===== src/rtl/apb_init_pkg.sv =====
// Shared types and default widths for the command-driven APB initiator.
package apb_init_pkg;

    localparam int unsigned APB_ADDR_W     = 32;
    localparam int unsigned APB_DATA_W     = 32;
    localparam int unsigned APB_FIFO_DEPTH = 4;
    localparam int unsigned APB_TIMEOUT    = 16;

    typedef enum logic [1:0] {
        ST_IDLE   = 2'd0,
        ST_SETUP  = 2'd1,
        ST_ACCESS = 2'd2
    } apb_state_e;

    typedef struct packed {
        logic                  write;
        logic [APB_ADDR_W-1:0] addr;
        logic [APB_DATA_W-1:0] wdata;
    } apb_cmd_t;

endpackage


===== src/rtl/apb_cmd_initiator_if.sv =====
// APB bus bundle between the initiator (master) and a responder (slave).
interface apb_cmd_initiator_if
    import apb_init_pkg::*;
#(
    parameter int unsigned ADDR_W = APB_ADDR_W,
    parameter int unsigned DATA_W = APB_DATA_W
);
    logic              PSEL;
    logic              PENABLE;
    logic              PWRITE;
    logic [ADDR_W-1:0] PADDR;
    logic [DATA_W-1:0] PWDATA;
    logic [DATA_W-1:0] PRDATA;
    logic              PREADY;

    modport master (
        output PSEL, PENABLE, PWRITE, PADDR, PWDATA,
        input  PRDATA, PREADY
    );

    modport slave (
        input  PSEL, PENABLE, PWRITE, PADDR, PWDATA,
        output PRDATA, PREADY
    );
endinterface


===== src/rtl/apb_init_fifo.sv =====
// In-order command FIFO; registered status flags, no push-through when full.
module apb_init_fifo
    import apb_init_pkg::*;
#(
    parameter int unsigned DEPTH = APB_FIFO_DEPTH
) (
    input  logic     PCLK,
    input  logic     PRESET,
    input  logic     push,
    input  apb_cmd_t wr_cmd,
    input  logic     pop,
    output apb_cmd_t rd_cmd,
    output logic     not_full,
    output logic     empty
);
    localparam int unsigned PTR_W = $clog2(DEPTH);
    localparam int unsigned CNT_W = PTR_W + 1;

    apb_cmd_t           mem [DEPTH];
    logic [PTR_W-1:0]   wr_ptr;
    logic [PTR_W-1:0]   rd_ptr;
    logic [CNT_W-1:0]   count;
    logic [CNT_W-1:0]   count_nxt;
    logic               do_push;
    logic               do_pop;

    always_comb begin
        do_push   = push && not_full;
        do_pop    = pop && !empty;
        count_nxt = count + CNT_W'(do_push) - CNT_W'(do_pop);
    end

    assign rd_cmd = mem[rd_ptr];

    always_ff @(posedge PCLK) begin
        if (do_push) begin
            mem[wr_ptr] <= wr_cmd;
        end
    end

    always_ff @(posedge PCLK) begin
        if (PRESET) begin
            wr_ptr   <= '0;
            rd_ptr   <= '0;
            count    <= '0;
            not_full <= 1'b1;
            empty    <= 1'b1;
        end else begin
            if (do_push) wr_ptr <= wr_ptr + PTR_W'(1);
            if (do_pop)  rd_ptr <= rd_ptr + PTR_W'(1);
            count    <= count_nxt;
            not_full <= (count_nxt != CNT_W'(DEPTH));
            empty    <= (count_nxt == CNT_W'(0));
        end
    end
endmodule


===== src/rtl/apb_cmd_initiator.sv =====
// Queued valid/ready commands to APB SETUP/ACCESS transfers with per-transfer responses.
// Optional hung-transfer abort enabled by defining APB_INIT_TIMEOUT_EN.
module apb_cmd_initiator
    import apb_init_pkg::*;
#(
    parameter int unsigned ADDR_W     = APB_ADDR_W,
    parameter int unsigned DATA_W     = APB_DATA_W,
    parameter int unsigned FIFO_DEPTH = APB_FIFO_DEPTH,
    parameter int unsigned TIMEOUT    = APB_TIMEOUT
) (
    input  logic              PCLK,
    input  logic              PRESET,
    input  logic              cmd_valid,
    output logic              cmd_ready,
    input  logic              cmd_write,
    input  logic [ADDR_W-1:0] cmd_addr,
    input  logic [DATA_W-1:0] cmd_wdata,
    output logic              rsp_valid,
    output logic [DATA_W-1:0] rsp_rdata,
    output logic              rsp_err,
    apb_cmd_initiator_if.master apb
);
    apb_state_e state;
    logic       loaded;
    apb_cmd_t   push_cmd;
    apb_cmd_t   head;
    logic       fifo_not_full;
    logic       fifo_empty;
    logic       pop;
    logic       timeout_hit;

    always_comb begin
        push_cmd = '{write: cmd_write,
                     addr:  APB_ADDR_W'(cmd_addr),
                     wdata: APB_DATA_W'(cmd_wdata)};
    end

    // Pop either from IDLE (staging the next command) or on a completing ACCESS.
    always_comb begin
        pop = 1'b0;
        if (!fifo_empty) begin
            if (state == ST_IDLE && !loaded)                pop = 1'b1;
            else if (state == ST_ACCESS && apb.PREADY)      pop = 1'b1;
        end
    end

    apb_init_fifo #(.DEPTH(FIFO_DEPTH)) u_fifo (
        .PCLK     (PCLK),
        .PRESET   (PRESET),
        .push     (cmd_valid),
        .wr_cmd   (push_cmd),
        .pop      (pop),
        .rd_cmd   (head),
        .not_full (fifo_not_full),
        .empty    (fifo_empty)
    );

    assign cmd_ready = fifo_not_full;

`ifdef APB_INIT_TIMEOUT_EN
    localparam int unsigned TCNT_W = $clog2(TIMEOUT + 1);
    logic [TCNT_W-1:0] tcnt;

    assign timeout_hit = (state == ST_ACCESS) && !apb.PREADY &&
                         (tcnt == TCNT_W'(TIMEOUT - 1));

    // Counts low-PREADY ACCESS cycles; clears on completion, abort or leaving ACCESS.
    always_ff @(posedge PCLK) begin
        if (PRESET) begin
            tcnt <= '0;
        end else if (state == ST_ACCESS && !apb.PREADY && !timeout_hit) begin
            tcnt <= tcnt + TCNT_W'(1);
        end else begin
            tcnt <= '0;
        end
    end
`else
    assign timeout_hit = 1'b0;
`endif

    always_ff @(posedge PCLK) begin
        if (PRESET) begin
            state       <= ST_IDLE;
            loaded      <= 1'b0;
            apb.PSEL    <= 1'b0;
            apb.PENABLE <= 1'b0;
            apb.PWRITE  <= 1'b0;
            apb.PADDR   <= '0;
            apb.PWDATA  <= '0;
            rsp_valid   <= 1'b0;
            rsp_err     <= 1'b0;
            rsp_rdata   <= '0;
        end else begin
            rsp_valid <= 1'b0;
            rsp_err   <= 1'b0;
            unique case (state)
                ST_IDLE: begin
                    if (loaded) begin
                        loaded   <= 1'b0;
                        apb.PSEL <= 1'b1;
                        state    <= ST_SETUP;
                    end else if (!fifo_empty) begin
                        loaded     <= 1'b1;
                        apb.PWRITE <= head.write;
                        apb.PADDR  <= ADDR_W'(head.addr);
                        apb.PWDATA <= DATA_W'(head.wdata);
                    end
                end
                ST_SETUP: begin
                    apb.PENABLE <= 1'b1;
                    state       <= ST_ACCESS;
                end
                ST_ACCESS: begin
                    if (apb.PREADY) begin
                        rsp_valid   <= 1'b1;
                        rsp_rdata   <= apb.PWRITE ? '0 : apb.PRDATA;
                        apb.PENABLE <= 1'b0;
                        if (!fifo_empty) begin
                            apb.PWRITE <= head.write;
                            apb.PADDR  <= ADDR_W'(head.addr);
                            apb.PWDATA <= DATA_W'(head.wdata);
                            state      <= ST_SETUP;
                        end else begin
                            apb.PSEL <= 1'b0;
                            state    <= ST_IDLE;
                        end
                    end else if (timeout_hit) begin
                        rsp_valid   <= 1'b1;
                        rsp_err     <= 1'b1;
                        rsp_rdata   <= '0;
                        apb.PSEL    <= 1'b0;
                        apb.PENABLE <= 1'b0;
                        state       <= ST_IDLE;
                    end
                end
                default: state <= ST_IDLE;
            endcase
        end
    end
endmodule


===== src/flat_wrapper.sv =====
// flat-port wrapper written by rule: the top's interface ports become plain ports
module apb_cmd_initiator_flat import apb_init_pkg::*;
#(
    parameter int unsigned ADDR_W     = APB_ADDR_W,
    parameter int unsigned DATA_W     = APB_DATA_W,
    parameter int unsigned FIFO_DEPTH = APB_FIFO_DEPTH,
    parameter int unsigned TIMEOUT    = APB_TIMEOUT
)
  (PCLK, PRESET, cmd_valid, cmd_ready, cmd_write, cmd_addr, cmd_wdata, rsp_valid, rsp_rdata, rsp_err, apb_PSEL, apb_PENABLE, apb_PWRITE, apb_PADDR, apb_PWDATA, apb_PRDATA, apb_PREADY);
  apb_cmd_initiator_if #(.ADDR_W(ADDR_W), .DATA_W(DATA_W)) apb_i ();
  input  logic PCLK;
  input  logic PRESET;
  input  logic cmd_valid;
  output logic cmd_ready;
  input  logic cmd_write;
  input  logic [ADDR_W-1:0] cmd_addr;
  input  logic [DATA_W-1:0] cmd_wdata;
  output logic rsp_valid;
  output logic [DATA_W-1:0] rsp_rdata;
  output logic rsp_err;
  output wire logic [$bits(apb_i.PSEL)-1:0] apb_PSEL;
  output wire logic [$bits(apb_i.PENABLE)-1:0] apb_PENABLE;
  output wire logic [$bits(apb_i.PWRITE)-1:0] apb_PWRITE;
  output wire logic [$bits(apb_i.PADDR)-1:0] apb_PADDR;
  output wire logic [$bits(apb_i.PWDATA)-1:0] apb_PWDATA;
  input wire logic [$bits(apb_i.PRDATA)-1:0] apb_PRDATA;
  input wire logic [$bits(apb_i.PREADY)-1:0] apb_PREADY;
  assign apb_PSEL = apb_i.PSEL;
  assign apb_PENABLE = apb_i.PENABLE;
  assign apb_PWRITE = apb_i.PWRITE;
  assign apb_PADDR = apb_i.PADDR;
  assign apb_PWDATA = apb_i.PWDATA;
  assign apb_i.PRDATA = apb_PRDATA;
  assign apb_i.PREADY = apb_PREADY;
  apb_cmd_initiator #(.ADDR_W(ADDR_W), .DATA_W(DATA_W), .FIFO_DEPTH(FIFO_DEPTH), .TIMEOUT(TIMEOUT)) u_core (.PCLK(PCLK), .PRESET(PRESET), .cmd_valid(cmd_valid), .cmd_ready(cmd_ready), .cmd_write(cmd_write), .cmd_addr(cmd_addr), .cmd_wdata(cmd_wdata), .rsp_valid(rsp_valid), .rsp_rdata(rsp_rdata), .rsp_err(rsp_err), .apb(apb_i));
endmodule

===== config.mk =====
export PLATFORM = sky130hd
export DESIGN_NAME = apb_cmd_initiator_flat
export DESIGN_NICKNAME = d
export VERILOG_FILES = /design/src/rtl/apb_init_pkg.sv /design/src/rtl/apb_cmd_initiator_if.sv /design/src/rtl/apb_init_fifo.sv /design/src/rtl/apb_cmd_initiator.sv /design/src/flat_wrapper.sv
export SDC_FILE = /design/constraint.sdc
export NUM_CORES = 1
export LEC_CHECK = 0
export BUFFER_PORTS_ARGS = -buffer_cell sky130_fd_sc_hd__buf_2
export CELL_PAD_IN_SITES_DETAIL_PLACEMENT = 1
export CELL_PAD_IN_SITES_GLOBAL_PLACEMENT = 1
export CORE_ASPECT_RATIO = 1.25
export CORE_MARGIN = 3
export CORE_UTILIZATION = 48
export DETAILED_ROUTE_END_ITERATION = 10
export PLACE_DENSITY_LB_ADDON = 0.1
export REMOVE_ABC_BUFFERS = 1
export SKIP_CTS_REPAIR_TIMING = 1
export SYNTH_ARGS = -nofsm -noshare
export SYNTH_HDL_FRONTEND = slang
export SYNTH_HIERARCHICAL = 1
export SYNTH_SLANG_ARGS = --single-unit

===== constraint.sdc =====
create_clock -name PCLK -period 4.35 [get_ports PCLK]
set_input_delay 1.305 -clock PCLK [delete_from_list [all_inputs] [get_ports PCLK]]
set_output_delay 1.305 -clock PCLK [all_outputs]
set_load 0.02 [all_outputs]

==> results of run 1 <==
==> cells in the final DEF, fill, tap and decap left out, drive strengths merged, types with 3 or more instances in the layout <==
| cell | count |
|---|---|
| nor2 | 11 |
| buf | 207 |
| ha | 6 |
| mux2i | 66 |
| dfxtp | 114 |
| nand2 | 3 |
| nand2b | 130 |
| clkbuf | 52 |
| edfxtp | 260 |
| nor3 | 3 |
| inv | 9 |
| and3 | 4 |
| a22o | 32 |
| a211oi | 3 |
| mux4 | 65 |
| nor2b | 5 |
| clkinv | 13 |
==> metrics by stage <==
step | TNS (ns) | util
after global routing | 0 | 0.5756
after CTS | 0 | 0.5756
after floorplan | -55.39 | -
after global placement | 0 | 0.5342
after detailed placement | 0 | 0.5342
final | 0 | 0.5756
==> layer usage <==
layer | vias to the layer above | track usage | wire length [um] | part of all wire
met1 | 3707 | 0.2222 | 11880 | 0.40
met3 | 46 | 0.04467 | 1446 | 0.049
met2 | 181 | 0.3472 | 15560 | 0.53
li1 | 3334 | - | - | -
met5 | - | 0 | 35 | 0.0012
met4 | 6 | 0.04509 | 525 | 0.018
==> power groups by stage <==
stage / combinational, mW / clock (mW) / sequential, mW
5_1_grt: 2.43 / 3.33 / 4.90
3_5_place_dp: 2.28 / 0 / 4.91
6_report: 2.23 / 3.08 / 4.82
4_1_cts: 2.28 / 3.17 / 4.84
3_3_place_gp: 2.20 / 0 / 4.86
2_1_floorplan: 1.31 / 0 / 5.15
==> cells by family after synthesis <==
group	share of synthesized area
AO/OA/AOI/OAI	0.02605
adder cells (fa/ha/maj)	0.006757
XOR/XNOR	0.003556
AND/OR/NAND/NOR	0.06837
multiplexers	0.1510
flip-flops	0.7169
other	0.0002665
buffers and inverters	0.02712
==> path summary, 6_finish.rpt <==
| kind | start | to |
|---|---|---|
| setup / recovery | apb_PREADY | flip-flop |
| hold / removal | u_core/apb.PWDATA[2]$_SDFFE_PP0P_ | u_core/apb.PWDATA[2]$_SDFFE_PP0P_ |
| setup reg to reg | u_core/state[1]$_SDFFE_PP0P_ | flip-flop |
| hold reg to reg | u_core/apb.PWDATA[2]$_SDFFE_PP0P_ | u_core/apb.PWDATA[2]$_SDFFE_PP0P_ |
==> state kept, by name (all words and copies together) (netlist names), named ones only <==
signal	cells
u_core/u_fifo/mem	260
u_core/apb.PADDR	32
u_core/apb.PWDATA	32
u_core/rsp_rdata	32
u_core/u_fifo/count	3
u_core/state	2
u_core/u_fifo/rd_ptr	2
u_core/u_fifo/wr_ptr	2
u_core/apb.PENABLE	1
u_core/apb.PSEL	1
u_core/apb.PWRITE	1
u_core/loaded	1
u_core/rsp_valid	1
u_core/u_fifo/empty	1
u_core/u_fifo/not_full	1
==> tightest hold or removal path, cell delays in order, from the launching register on <==
cell      delay (ns)
dfxtp_1         0.30
nand2b_1        0.06
mux2i_1         0.06
==> area by class of cell <==
type	count	area share
Clock buffer	52	0.06393
Clock inverter	17	0.007963
Inverter	8	0.001820
Multi-Input combinational cell	344	0.2201
Sequential cell	374	0.6120
Tap cell	390	0.02958
Timing Repair Buffer	207	0.06461
==> metrics.md, run 1 <==
| Metric | Value |
|---|---|
| Worst Max-Slew Pin Slew | 1.134 ns |
| Fin. max-slew vios | 0 |
| Post-Synthesis Cells | 773 |
| Most used cell, CP | buf_4 |
| Vias post-DR | 7274 |
| Overall routing resource usage | 0.1876 |
| WHS Path Cells | 2 |
| Non-filler instance count after layout | 1392 |
| Fin crit period | 3.172 ns |
| Port Buf Inserts | 201 |
| Yosys warning count | 6 |
| Seq/Total Area, Yosys | 0.7169 |
| Largest net degree at the start of global routing | 83 |
| Most frequent cell after synthesis | edfxtp_1 |
| Initial antenna violation count | 4 |
| Register clock-pin slew on the reported worst setup and hold paths | 0.06 ns |
| Setup violations, final | 0 |
| WP data arrival | 3.56 ns |
| CTS tree | yes |
| Crit-path slowest cell | buf_4 |
| Ys async rst share | 0 |
| Row Count | 69 |
| Register area | 10100 sq um |
| CTS root buf | clkbuf_16 |
| Net switching power | 2.859 mW |
| Final ANT Viol Nets | 0 |
| Clock Power Share | 0.304 |
| Peak VDD IR | 0.0004035 V |
| Synth unique cells | 35 |
| GRT overflow | 0 |
| Drt total wl | 29.45 mm |
| Layout cells sized above 1 | 0.3323 |
| Crit path kind | input pin to flip-flop |
| Worst setup SP type | input pin |
| Post-route worst setup slack | 1.178 ns |
| Reg power frac | 0.476 |
| # IOs | 203 |
| Final hold violations | 0 |
| Crit path depth | 8 |
| Place WS | 0.6103 ns |
| Kind of end point of the critical path | flip-flop |
| CP delay by family, top | buffers and inverters |
| Worst R2R Setup Slack | 1.54 ns |
| RePlAce Congestion | 0.7739 |
| Nets | 1081 |
| Area occupied by multi-input gates | 3631 sq um |
| Max incr delay on CP | 0.71 ns |
| Area Overhead vs Synth | 17.23% |
| Design Power | 10.14 mW |
| Max Root-Sink Buffers | 3 |
| Logic pwr share | 0.220 |
| Number of flops mapped to enable cells by yosys | 260 |
| Fin crit share | 0.7292 |
| RSZ-0062 raised after global routing | no |
| Residual DRC count | 0 |
| Crit path cell chain | buf_2 -> inv_2 -> a2111oi_4 -> buf_4 -> buf_4 -> nand3b_1 -> xor2_1 -> nor2_1 |
| Core ar. | 28660 sq um |
| Die footprint | 31420 sq um |
| Via/cell ratio | 5.226 |
| Pwr Density | 614.3 nW/um^2 |
| Top-area cell type share of the netlist area | 0.5548 |
| Initial detailed-routing violation count | 350 |
| Slew Limit Headroom | 0.2440 |
| First-pass GRT wire length | 46.31 mm |
| Worst min path class | flip-flop to flip-flop |
| LEAKAGE | 5.990 nW |
| Status | finished, final reports clean |
| H-tree Lvls | 2 |
| Num CTS Buffers | 38 |
| Top post-synthesis cells by area | edfxtp_1, dfxtp_1, mux4_2, nand2b_1, mux2i_1 |
| Die Ht | 197.4 um |
| Avg Inst Size Synth | 18.21 sq um |
| Crit path buffers/inverters | 4 |
| Worst-case reg-to-reg path depth | 7 |
| Antenna cells | 0 |
| Area leader, netlist | edfxtp_1 |
| FF+latch count, synth | 374 |
| Area after DPL | 15310 sq um |
| Sink count of the clock tree | 374 |
| Fin Clk Skew | 0.009057 ns |
| First-pass iteration count of the detailed router | 4 |
| Fillers | 2683 |
| Synth cell count leaders | edfxtp_1, nand2b_1, dfxtp_1, mux2i_1, mux4_2 |
| Syn Std Cell Area | 14070 sq um |
| Worst-path maximum fanout | 39 |
| Internal power | 7.276 mW |
| Routed length per instance | 21.15 um |
| Dpl hpwl | 17.65 mm |
| Die X-Extent | 159.2 um |
| Hold slack | 0.4733 ns |
| Fin area | 16500 sq um |
| Clock insertion delay at the later pin of the skew report | 0.51 ns |
| Switching share of total power | 0.2821 |
| Fmax | 0.3153 GHz |
| Number of global-route vias before repair | 8180 |
| Placed cells | 1323 |
| Initial Utilization | 0.4910 |
| Main synth FF type | edfxtp_1 |
| Max-cap violation count | 0 |
| WP data required | 4.74 ns |
Power figures use the tool's default switching activity.
==> run 2, diff against run 1 <==
--- a/config.mk
+++ b/config.mk
@@ -5,12 +5,13 @@
 export SDC_FILE = /design/constraint.sdc
 export NUM_CORES = 1
 export LEC_CHECK = 0
+export ABC_AREA = 1
 export BUFFER_PORTS_ARGS = -buffer_cell sky130_fd_sc_hd__buf_2
 export CELL_PAD_IN_SITES_DETAIL_PLACEMENT = 1
 export CELL_PAD_IN_SITES_GLOBAL_PLACEMENT = 1
 export CORE_ASPECT_RATIO = 1.25
 export CORE_MARGIN = 3
-export CORE_UTILIZATION = 48
+export CORE_UTILIZATION = 41
 export DETAILED_ROUTE_END_ITERATION = 10
 export PLACE_DENSITY_LB_ADDON = 0.1
 export REMOVE_ABC_BUFFERS = 1
==> constraint.sdc (replaced) <==
create_clock -name PCLK -period 2.9 [get_ports PCLK]
set_input_delay 0.87 -clock PCLK [delete_from_list [all_inputs] [get_ports PCLK]]
set_output_delay 0.87 -clock PCLK [all_outputs]
set_load 0.02 [all_outputs]
==> run 2 against run 1 <==
Compared with the run above: sequential share of layout area is 0.75 points lower; clock power is 56% higher; final cell count is 29% higher; critical path depth is 7 higher; critical path type is now flip-flop to flip-flop.
==> metrics.md, run 2 <==
| Metric | Value |
|---|---|
| Clock Power Share | 0.291 (was 0.304) |
| Internal power | 10.98 mW (was 7.276 mW) |
| Row Count | 75 (was 69) |
| LEAKAGE | 6.302 nW (was 5.990 nW) |
| Fillers | 3586 (was 2683) |
| First-pass GRT wire length | 52.95 mm (was 46.31 mm) |
| WP data arrival | 2.84 ns (was 3.56 ns) |
| Post-Synthesis Cells | 1154 (was 773) |
| Routed length per instance | 19.00 um (was 21.15 um) |
| Switching share of total power | 0.3333 (was 0.2821) |
| Main synth FF type | edfxtp_1 (unchanged) |
| Number of flops mapped to enable cells by yosys | 260 (unchanged) |
| Initial detailed-routing violation count | 399 (was 350) |
| Final Util | 0.4943 (was 0.5756) |
| FF+latch count, synth | 374 (unchanged) |
| H-tree Lvls | 2 (unchanged) |
| Crit path cell chain | nor2_1 -> nand2_1 -> nand2_1 -> nand2_4 -> inv_2 -> nand2_1 -> inv_1 -> ha_1 -> inv_1 -> ha_1 -> fa_1 -> inv_1 -> nand3_1 -> nand2_1 -> nand3_1 (was buf_2 -> inv_2 -> a2111oi_4 -> buf_4 -> buf_4 -> nand3b_1 -> xor2_1 -> nor2_1) |
| Fin Clk Skew | 0.009240 ns (was 0.009057 ns) |
| GRT overflow | 0 (unchanged) |
| Area leader, netlist | edfxtp_1 (unchanged) |
| Via/cell ratio | 5.202 (was 5.226) |
| Synth cell count leaders | edfxtp_1, nor2_1, o21ai_0, dfxtp_1, o21ai_1 (was edfxtp_1, nand2b_1, dfxtp_1, mux2i_1, mux4_2) |
| # IOs | 203 (unchanged) |
| Crit path kind | flip-flop to flip-flop (was input pin to flip-flop) |
| Port Buf Inserts | 201 (unchanged) |
| WP data required | 3.31 ns (was 4.74 ns) |
| Max incr delay on CP | 0.43 ns (was 0.71 ns) |
| Seq/Total Area, Yosys | 0.7137 (was 0.7169) |
| Avg Inst Size Synth | 12.25 sq um (was 18.21 sq um) |
| Commonest non-fill, non-tap cell in the layout | edfxtp_1 (unchanged) |
| Worst-case reg-to-reg path depth | 15 (was 7) |
| Most used cell, CP | nand2_1 (was buf_4) |
| Sink count of the clock tree | 374 (unchanged) |
| Hold path start | u_core/apb.PSEL$_SDFFE_PP0P_ (was u_core/apb.PWDATA[2]$_SDFFE_PP0P_) |
| Dpl hpwl | 18.96 mm (was 17.65 mm) |
| Final setup TNS | 0 ns (unchanged) |
| Synth Area in Adders | 0.006726 (was 0.006757) |
| Global routing's busiest layer | met2 (unchanged) |
| GR Util met2 | 0.3376 (was 0.3472) |
| Drt total wl | 34.13 mm (was 29.45 mm) |
| Overall routing resource usage | 0.1845 (was 0.1876) |
| Fin crit share | 0.8380 |
| Status | finished, final reports clean (unchanged) |
| Die Ht | 213.6 um (was 197.4 um) |
| Num CTS Buffers | 40 (was 38) |
| Core ar. | 33780 sq um (was 28660 sq um) |
| Syn Std Cell Area | 14140 sq um (was 14070 sq um) |
| Clock insertion delay at the later pin of the skew report | 0.52 ns (was 0.51 ns) |
| Net switching power | 5.487 mW (was 2.859 mW) |
| Ys async rst share | 0 (unchanged) |
| GR Util met3 | 0.03909 (was 0.04467) |
| Crit path buffers/inverters | 4 (unchanged) |
| Commonest non-fill, non-tap cells in the layout | edfxtp_1, nor2_1, buf_2 (was edfxtp_1, buf_2, nand2b_1) |
| Mux cell area share after synthesis | 0 (was 0.1510) |
| Grt met1 use | 0.2206 (was 0.2222) |
| Slew Limit Headroom | 0.3331 (was 0.2440) |
| Crit-path slowest cell | dfxtp_1 (was buf_4) |
| Reg power frac | 0.436 (was 0.476) |
| First-pass iteration count of the detailed router | 4 (unchanged) |
| Die footprint | 36760 sq um (was 31420 sq um) |
| Worst setup SP type | flip-flop (was input pin) |
| Final ANT Viol Nets | 0 (unchanged) |
| Max reg flops | 260 (unchanged) |
| Die X-Extent | 172.1 um (was 159.2 um) |
| Peak VDD IR | 0.0005293 V (was 0.0004035 V) |
| Worst setup path start | u_core/state[1]$_SDFFE_PP0P_ (was apb_PREADY) |
| Top-area cell type share of the netlist area | 0.5523 (was 0.5548) |
| Most frequent cell after synthesis | edfxtp_1 (unchanged) |
| Number of global-route vias before repair | 9733 (was 8180) |
| Initial antenna violation count | 6 (was 4) |
| Max-cap violation count | 0 (unchanged) |
| Area Overhead vs Synth | 18.12% (was 17.23%) |
| Layout cells sized above 1 | 0.2403 (was 0.3323) |
| Final hold violations | 0 (unchanged) |
| Post-Synth Simple-Gate Area | 0.1116 (was 0.06837) |
| Max Root-Sink Buffers | 3 (unchanged) |
| Kind of end point of the critical path | flip-flop (unchanged) |
| Largest family of logic cells by synthesized area | compound AO/OA/AOI/OAI gates (was multiplexers) |
| Setup violations, final | 0 (unchanged) |
| Largest Register | u_core/u_fifo/mem (unchanged) |
| CP delay by family, top | adder cells (was buffers and inverters) |
| WHS Path Cells | 2 (unchanged) |
| Fin. max-slew vios | 0 (unchanged) |
| Register clock-pin slew on the reported worst setup and hold paths | 0.06 ns (about the same) |
| Worst-path maximum fanout | 6 (was 39) |
| Initial Utilization | 0.4185 (was 0.4910) |
| Largest net degree at the start of global routing | 131 (was 83) |
| Nets | 1448 (was 1081) |
| Worst Max-Slew Pin Slew | 0.9992 ns (was 1.134 ns) |
| Worst min path class | flip-flop to flip-flop (unchanged) |
| CTS tree | yes (unchanged) |
| Post-synthesis compound-gate area fraction | 0.1241 (was 0.02605) |
| Fin crit period | 2.430 ns |
| Vias post-DR | 9342 (was 7274) |
| RSZ-0062 raised after global routing | no (unchanged) |
| Hold slack | 0.4575 ns (was 0.4733 ns) |
| Synth unique cells | 31 (was 35) |
| Crit path depth | 15 (was 8) |
| CTS root buf | clkbuf_16 (unchanged) |
| Fmax | 0.4115 GHz |
| Pwr Density | 985.9 nW/um^2 (was 614.3 nW/um^2) |
| Logic pwr share | 0.273 (was 0.220) |
| Yosys warning count | 6 (unchanged) |
| Synth Area in XOR/XNOR | 0 (was 0.003556) |
| RePlAce Congestion | 0.7037 (was 0.7739) |
| Residual DRC count | 0 (unchanged) |
| Critical R2R Launch | u_core/state[1]$_SDFFE_PP0P_ (unchanged) |
| Top post-synthesis cells by area | edfxtp_1, dfxtp_1, nor2_1, o21ai_0, o21ai_1 (was edfxtp_1, dfxtp_1, mux4_2, nand2b_1, mux2i_1) |
## run 2: kinds of logic (layout without fill, tap and decap cells)
group                      after synthesis  count (layout)
DFF                                    374             374
adders and majority gates                7               7
AOI/OAI and AO/OA                      305             305
other                                    1               5
buffers and inverters                  103             318
and+or+nand+nor                        364             364
## run 2: layout make-up
type                    instances  area, sq um  area share
repair buffers                220         1261     0.07553
diodes                          4        10.01   0.0005994
well taps                     423        529.3     0.03169
inverters                      27        107.6    0.006444
clock buffers                  63         1169     0.06998
clock inverters                 8        61.31    0.003672
flip-flops and latches        374        10090      0.6045
multi-input cells             677         3466      0.2076
## run 2: path summary, 6_finish.rpt
path | endpoint | slack, ns
worst max-delay path | u_core/u_fifo/not_full$_SDFF_PP1_ | 0.47
worst min register to register | u_core/apb.PSEL$_SDFFE_PP0P_ | 0.46
worst max register to register | u_core/u_fifo/not_full$_SDFF_PP1_ | 0.47
worst min-delay path | u_core/apb.PSEL$_SDFFE_PP0P_ | 0.46
## run 2: power groups by stage
stage	logic (mW)	registers [mW]	clock network, mW
6_report	4.50	7.18	4.79
5_1_grt	5.05	7.29	5.16
4_1_cts	4.60	7.19	4.96
3_5_place_dp	4.58	7.30	0
3_3_place_gp	4.49	7.27	0
2_1_floorplan	2.09	8.03	0
## run 2: tightest hold or removal path, stage by stage (launching register included)
cell,delay [ns]
dfxtp_1,0.30
nand2_1,0.06
a21oi_1,0.05
## run 2: per-stage QoR
step                      power, mW  setup slack [ns]  instance area, sq um  instances
after floorplan               10.12            -1.357                 13630       1078
after global placement        11.76            0.1556                 15460       1721
after detailed placement      11.88            0.1024                 15460       1721
after CTS                     16.75            0.4611                 16690       1792
after global routing          17.49            0.1908                 16690       1792
final                         16.46            0.4699                 16700       1796
## run 2: per-layer routing
layer  vias up  wire [um]
met5         -         33
met4         6        663
met3        56       1535
met2       166      17630
met1      4645      14270
li1       4469          -
